--- src/rtl/lsu_pkg.sv ---
// Shared encodings for the load/store memory master: access sizes, FSM states,
// and the alignment rule applied when a request is accepted.
package lsu_pkg;

    localparam int LSU_DATA_W = 32;

    // Access size encodings as presented on req_size; 2'b11 behaves as a word.
    localparam logic [1:0] SZ_B = 2'b00;
    localparam logic [1:0] SZ_H = 2'b01;
    localparam logic [1:0] SZ_W = 2'b10;

    typedef enum logic [2:0] {
        ST_IDLE    = 3'd0,
        ST_ERR     = 3'd1,
        ST_WR      = 3'd2,
        ST_RD      = 3'd3,
        ST_RD_DATA = 3'd4,
        ST_RMW_RD  = 3'd5,
        ST_RMW_WR  = 3'd6
    } lsu_state_e;

    // Halfwords need an even address and words a 4-byte aligned one; bytes are always fine.
    function automatic logic is_misaligned(input logic [1:0] size, input logic [1:0] addr_lo);
        logic mis;
        mis = 1'b0;
        if (size == SZ_H) begin
            mis = addr_lo[0];
        end else if (size[1]) begin
            mis = (addr_lo != 2'b00);
        end
        return mis;
    endfunction

endpackage

--- src/rtl/lsu_mem_master_lane_align.sv ---
// Byte-lane steering between the 32-bit memory word and the CPU view:
// load extraction with sign/zero extension, and sub-word merge for read-modify-write.
module lsu_lane_align
    import lsu_pkg::*;
(
    input  logic [31:0] rdata,
    input  logic [31:0] wdata,
    input  logic [1:0]  addr_lo,
    input  logic [1:0]  size,
    input  logic        is_unsigned,
    output logic [31:0] load_data,
    output logic [31:0] merge_data
);

    logic [31:0] byte_shift;
    logic [31:0] half_shift;

    // Select the addressed lane(s) for loads and splice store data into the old word.
    always_comb begin
        byte_shift = rdata >> {addr_lo, 3'b000};
        half_shift = rdata >> {addr_lo[1], 4'b0000};
        load_data  = rdata;
        merge_data = rdata;
        case (size)
            SZ_B: begin
                load_data = {{24{~is_unsigned & byte_shift[7]}}, byte_shift[7:0]};
                merge_data[{addr_lo, 3'b000} +: 8] = wdata[7:0];
            end
            SZ_H: begin
                load_data = {{16{~is_unsigned & half_shift[15]}}, half_shift[15:0]};
                merge_data[{addr_lo[1], 4'b0000} +: 16] = wdata[15:0];
            end
            default: begin
                load_data  = rdata;
                merge_data = wdata;
            end
        endcase
    end

endmodule

--- src/rtl/lsu_mem_master.sv ---
// Load/store initiator for a single-cycle-latency dual-port data memory.
// Handshake: a request transfers on a clock edge where req_valid && req_ready;
// req_ready is high only in IDLE, so at most one request is outstanding, and
// rsp_valid is a single-cycle pulse the consumer must take (no backpressure).
module lsu_mem_master
    import lsu_pkg::*;
#(
    parameter int DATA_WIDTH = 32,
    parameter int ADDR_WIDTH = 32
) (
    input  logic                  clk,
    input  logic                  rst,
    input  logic                  req_valid,
    output logic                  req_ready,
    input  logic                  req_we,
    input  logic [1:0]            req_size,
    input  logic                  req_unsigned,
    input  logic [ADDR_WIDTH-1:0] req_addr,
    input  logic [DATA_WIDTH-1:0] req_wdata,
    output logic                  rsp_valid,
    output logic                  rsp_err,
    output logic [DATA_WIDTH-1:0] rsp_rdata,
    output logic                  mem_ren,
    output logic [ADDR_WIDTH-1:0] mem_raddr,
    input  logic [DATA_WIDTH-1:0] mem_rdata,
    output logic                  mem_wen,
    output logic [ADDR_WIDTH-1:0] mem_waddr,
    output logic [DATA_WIDTH-1:0] mem_wdata
);

    lsu_state_e            state_q, state_d;
    logic [ADDR_WIDTH-1:0] addr_q, addr_d;
    logic [1:0]            size_q, size_d;
    logic                  we_q, we_d;
    logic                  uns_q, uns_d;
    logic [DATA_WIDTH-1:0] wdata_q, wdata_d;

    logic                  accept;
    logic [ADDR_WIDTH-1:0] word_index;
    logic [DATA_WIDTH-1:0] load_data;
    logic [DATA_WIDTH-1:0] merge_data;

    assign req_ready  = (state_q == ST_IDLE) && !rst;
    assign accept     = req_valid && req_ready;
    assign word_index = {2'b00, addr_q[ADDR_WIDTH-1:2]};
    assign mem_raddr  = word_index;
    assign mem_waddr  = word_index;

    lsu_lane_align u_align (
        .rdata       (mem_rdata),
        .wdata       (wdata_q),
        .addr_lo     (addr_q[1:0]),
        .size        (size_q),
        .is_unsigned (uns_q),
        .load_data   (load_data),
        .merge_data  (merge_data)
    );

    // Capture the request fields on acceptance; hold them for the whole transaction.
    always_comb begin
        addr_d  = addr_q;
        size_d  = size_q;
        we_d    = we_q;
        uns_d   = uns_q;
        wdata_d = wdata_q;
        if (accept) begin
            addr_d  = req_addr;
            size_d  = req_size;
            we_d    = req_we;
            uns_d   = req_unsigned;
            wdata_d = req_wdata;
        end
    end

    // Next-state and output decode; memory and response outputs depend only on state and latched regs.
    always_comb begin
        state_d   = state_q;
        rsp_valid = 1'b0;
        rsp_err   = 1'b0;
        rsp_rdata = '0;
        mem_ren   = 1'b0;
        mem_wen   = 1'b0;
        mem_wdata = '0;
        case (state_q)
            ST_IDLE: begin
                if (accept) begin
                    if (is_misaligned(req_size, req_addr[1:0])) begin
                        state_d = ST_ERR;
                    end else if (!req_we) begin
                        state_d = ST_RD;
                    end else if (req_size[1]) begin
                        state_d = ST_WR;
                    end else begin
                        state_d = ST_RMW_RD;
                    end
                end
            end
            ST_ERR: begin
                rsp_valid = 1'b1;
                rsp_err   = 1'b1;
                state_d   = ST_IDLE;
            end
            ST_WR: begin
                mem_wen   = 1'b1;
                mem_wdata = wdata_q;
                rsp_valid = 1'b1;
                state_d   = ST_IDLE;
            end
            ST_RD: begin
                mem_ren = 1'b1;
                state_d = ST_RD_DATA;
            end
            ST_RD_DATA: begin
                rsp_valid = 1'b1;
                rsp_rdata = load_data;
                state_d   = ST_IDLE;
            end
            ST_RMW_RD: begin
                mem_ren = 1'b1;
                state_d = ST_RMW_WR;
            end
            ST_RMW_WR: begin
                mem_wen   = 1'b1;
                mem_wdata = merge_data;
                rsp_valid = 1'b1;
                state_d   = ST_IDLE;
            end
            default: begin
                state_d = ST_IDLE;
            end
        endcase
    end

    // State and request registers; reset abandons any transaction in flight.
    always_ff @(posedge clk or posedge rst) begin
        if (rst) begin
            state_q <= ST_IDLE;
            addr_q  <= '0;
            size_q  <= '0;
            we_q    <= 1'b0;
            uns_q   <= 1'b0;
            wdata_q <= '0;
        end else begin
            state_q <= state_d;
            addr_q  <= addr_d;
            size_q  <= size_d;
            we_q    <= we_d;
            uns_q   <= uns_d;
            wdata_q <= wdata_d;
        end
    end

endmodule
--- config.mk ---
export PLATFORM = sky130hd
export DESIGN_NAME = lsu_mem_master
export DESIGN_NICKNAME = d
export VERILOG_FILES = /design/src/rtl/lsu_pkg.sv /design/src/rtl/lsu_mem_master_lane_align.sv /design/src/rtl/lsu_mem_master.sv
export SDC_FILE = /design/constraint.sdc
export NUM_CORES = 1
export LEC_CHECK = 0
export CAP_MARGIN = 0
export CORE_MARGIN = 5
export CORE_UTILIZATION = 49
export CTS_CLUSTER_SIZE = 10
export DETAILED_ROUTE_END_ITERATION = 6
export GPL_ROUTABILITY_DRIVEN = 0
export HOLD_SLACK_MARGIN = 0.1
export PLACE_DENSITY_LB_ADDON = 0.15
export SYNTH_ARGS = -nofsm -noshare
export SYNTH_HDL_FRONTEND = slang
export SYNTH_HIERARCHICAL = 1
export SYNTH_SLANG_ARGS = --single-unit
--- constraint.sdc ---
create_clock -name clk -period 7.1 [get_ports clk]
set_input_delay 1.065 -clock clk [delete_from_list [all_inputs] [get_ports clk]]
set_output_delay 1.065 -clock clk [all_outputs]
set_load 0.005 [all_outputs]
==> impl_metrics.yaml <==
floorplan:
  dieArea_mm2: 0.0151
  start_util: 0.498
  die_y_um: 123
  dieWidth_um: 123
  rows: 41
  io_pins: 236
  coreArea_mm2: 0.0126
place:
  place_area_mm2: 0.00806
  port-buffer-count: 231
  dp_hpwl_um: 13700
cts:
  cts_tree: "done"
  root_buffer: "clkbuf_16"
  cts_resized: 0
  cts_made_buffers: 9
  post_cts_buffers: 0
  cts_hold_buf: 0
  clock_sinks: 70
  clk_pin_slew_ns: 0.06
  h-tree-depth: 3
  clock_latency_ns: 0.33
  clk_path_buf_depth: 2
detailed_routing:
  drt-initial-drc-count: 467
  routed_wl_um: 18400
  avgViaCountPerCell: 5.78
  wl_per_cell_um: 19.6
  antenna_left: 0
  drc: 0
  vias: 5419
  drt-pass1-iter-count: 5
synthesis:
  synthFlopType: "dfrtp_1"
  async_flop_share: 1.00
  yosysMostFrequentCell: "mux2_4"
  synthCells: 624
  synth_cell_types: 58
  synth_edf_count: 0
  seq_area_frac_synth: 0.280
  netlist_top_cells_count: "mux2_4 (73), dfrtp_1 (70), buf_4 (68)"
  synth_top_area_share: 0.280
  yosys_register_bits: 70
  yosys.area.top_type: "dfrtp_1"
  syn_area_mm2: 0.00626
  ys.warnings.count: 6
  syn_area_per_cell_um2: 10.0
  ys_top_cells_by_area: "dfrtp_1 (28%), mux2_4 (18%), buf_4 (8.2%)"
sta:
  post-route-min-period_ns: 4.53
  worstMarginPinSlew_ns: 1.24
  clock_skew_ns: 0.00616
  max_freq_ghz: 0.221
  min_period_over_period: 0.638
  hold_viol: 0
  setup_viol: 0
  tns_ns: 0
  maxSlewViolCount: 0
  relSlewSlack: 0.172
  rsz0062_at_grt: "no"
final_layout:
  syn2layout_area_growth_pct: 33.9
  antenna_cells: 0
  stdcell_area_mm2: 0.00838
  drive_gt1_frac: 0.163
  layout.nets: 870
setup_path:
  path_class: "flop to output pin"
  start_kind: "flop"
  reg2reg_from: "state_q[2]$_DFFE_PP0P_"
  startpoint: "addr_q[0]$_DFFE_PP0P_"
  endpoint_kind: "output pin"
  worst_ep_required_time_ns: 6.03
  crit_arrival_ns: 3.46
  path_max_fanout: 26
global_route:
  grtUsageMet1: 0.313
  grt.total_usage: 0.236
  antenna_found_initial: 0
  use_met2: 0.375
  grt_pass1_wl_um: 28400
  grt_pass1_vias: 5381
  grt_max_degree: 68
  grt_busiest_layer: "met2"
  grt_overflow: 0
  grtUsageMet3: 0.0640
power:
  power.total_w: 0.00205
  max-vdd-ir-drop_v: 0.000138
  power_density_mw_per_mm2: 244
  leakage_nw: 3.49
status:
  status: "complete, no violations"
worst_hold_path:
  hp-start: "wdata_q[20]$_DFFE_PP0P_"
  hold_path.class: "flop to flop"
flow_run:
  cap_violations: 0
-- layout make-up --
class,instances,area [um2]
clock buffers,12,256
clock inverters,3,67.6
fillers,987,4190
inverters,8,30.0
multi-input cells,436,3700
flip-flops and latches,70,1760
well taps,172,215
repair buffers,237,2360
-- registers in the layout, indices dropped and copies added (netlist names) --
register  count
addr_q       32
wdata_q      32
state_q       3
size_q        2
uns_q         1
-- final timing paths --
path	to	slack, ns	depth (start not counted)
max	mem_wdata[31]	2.57	8
min	wdata_q[20]$_DFFE_PP0P_	0.54	1
max reg2reg	wdata_q[5]$_DFFE_PP0P_	4.22	4
min reg2reg	wdata_q[20]$_DFFE_PP0P_	0.54	1
max in group asynchronous	wdata_q[5]$_DFFE_PP0P_	5.00	3
min in group asynchronous	wdata_q[18]$_DFFE_PP0P_	1.06	2
-- cell usage in the layout, fill, tap and decap left out, types with 2 or more instances in the layout --
master and instances:
nor3_1 2, inv_1 4, inv_2 4, mux2_4 73
o21ai_0 27, clkbuf_8 2, a221o_1 21, conb_1 4
nor3_2 2, dfrtp_2 3, ha_1 5, nand3b_1 15
bufinv_16 2, nor2_1 36, clkbuf_16 9, and2_1 33
or4b_1 7, nor4_1 2, mux2i_1 39, mux2_2 11
dfrtp_1 67, nand2_1 27, buf_4 6, o22ai_1 8
nor3b_4 2, nand2b_1 10, nand3_1 16, or2_1 2
and4_1 2, a31oi_1 8, a22o_1 23, clkdlybuf4s50_1 231
a21oi_1 23, a211o_1 8, nor2b_1 6
-- cell families (layout without fill, tap and decap cells) --
| family | count (synthesis) | count (layout) | share of synthesized area |
|---|---|---|---|
| adders and majority gates | 5 | 5 | 0.0100 |
| AOI/OAI and AO/OA | 129 | 129 | 0.149 |
| and+or+nand+nor | 171 | 171 | 0.161 |
| other | 1 | 4 | 0.000599 |
| buffers and inverters | 121 | 260 | 0.132 |
| DFF | 70 | 70 | 0.280 |
| muxes | 126 | 126 | 0.266 |
| xor gates and xnor gates | 1 | 1 | 0.00140 |
-- power by group --
part	switching (W)	internal, W	leakage (nW)
Combinational	0.000383	0.000558	2.51
Sequential	0.000133	0.000490	0.824
Clock	0.000160	0.000325	0.155
Total	0.000676	0.00137	3.49
-- critical path: stages (launching register included) --
cell and delay [ns]:
dfrtp_1 0.79, inv_1 0.25, ha_1 0.44, nor2b_1 0.50
nand3_1 0.15, a21oi_1 0.17, mux2i_1 0.09, nor2_1 0.21
clkdlybuf4s50_1 0.54
-- layer usage --
layer  routed length, um  up-vias  part of all wire
met3                1930       29              0.11
met5                   0        -                 0
met2                8550      299              0.46
li1                    -     2483                 -
met4                 406        0             0.022
met1                7520     2608              0.41
-- stage by stage --
step | instances | hold slack [ns] | setup slack (ns) | util
2_1_floorplan | 627 | 0.504 | 3.87 | -
3_3_place_gp | 923 | 0.519 | 2.90 | 0.641
3_5_place_dp | 923 | 0.517 | 2.86 | 0.641
4_1_cts | 938 | 0.539 | 2.58 | 0.667
5_1_grt | 938 | 0.550 | 2.21 | 0.667
6_report | 938 | 0.539 | 2.57 | 0.667
(Power assumes the default switching activity.)
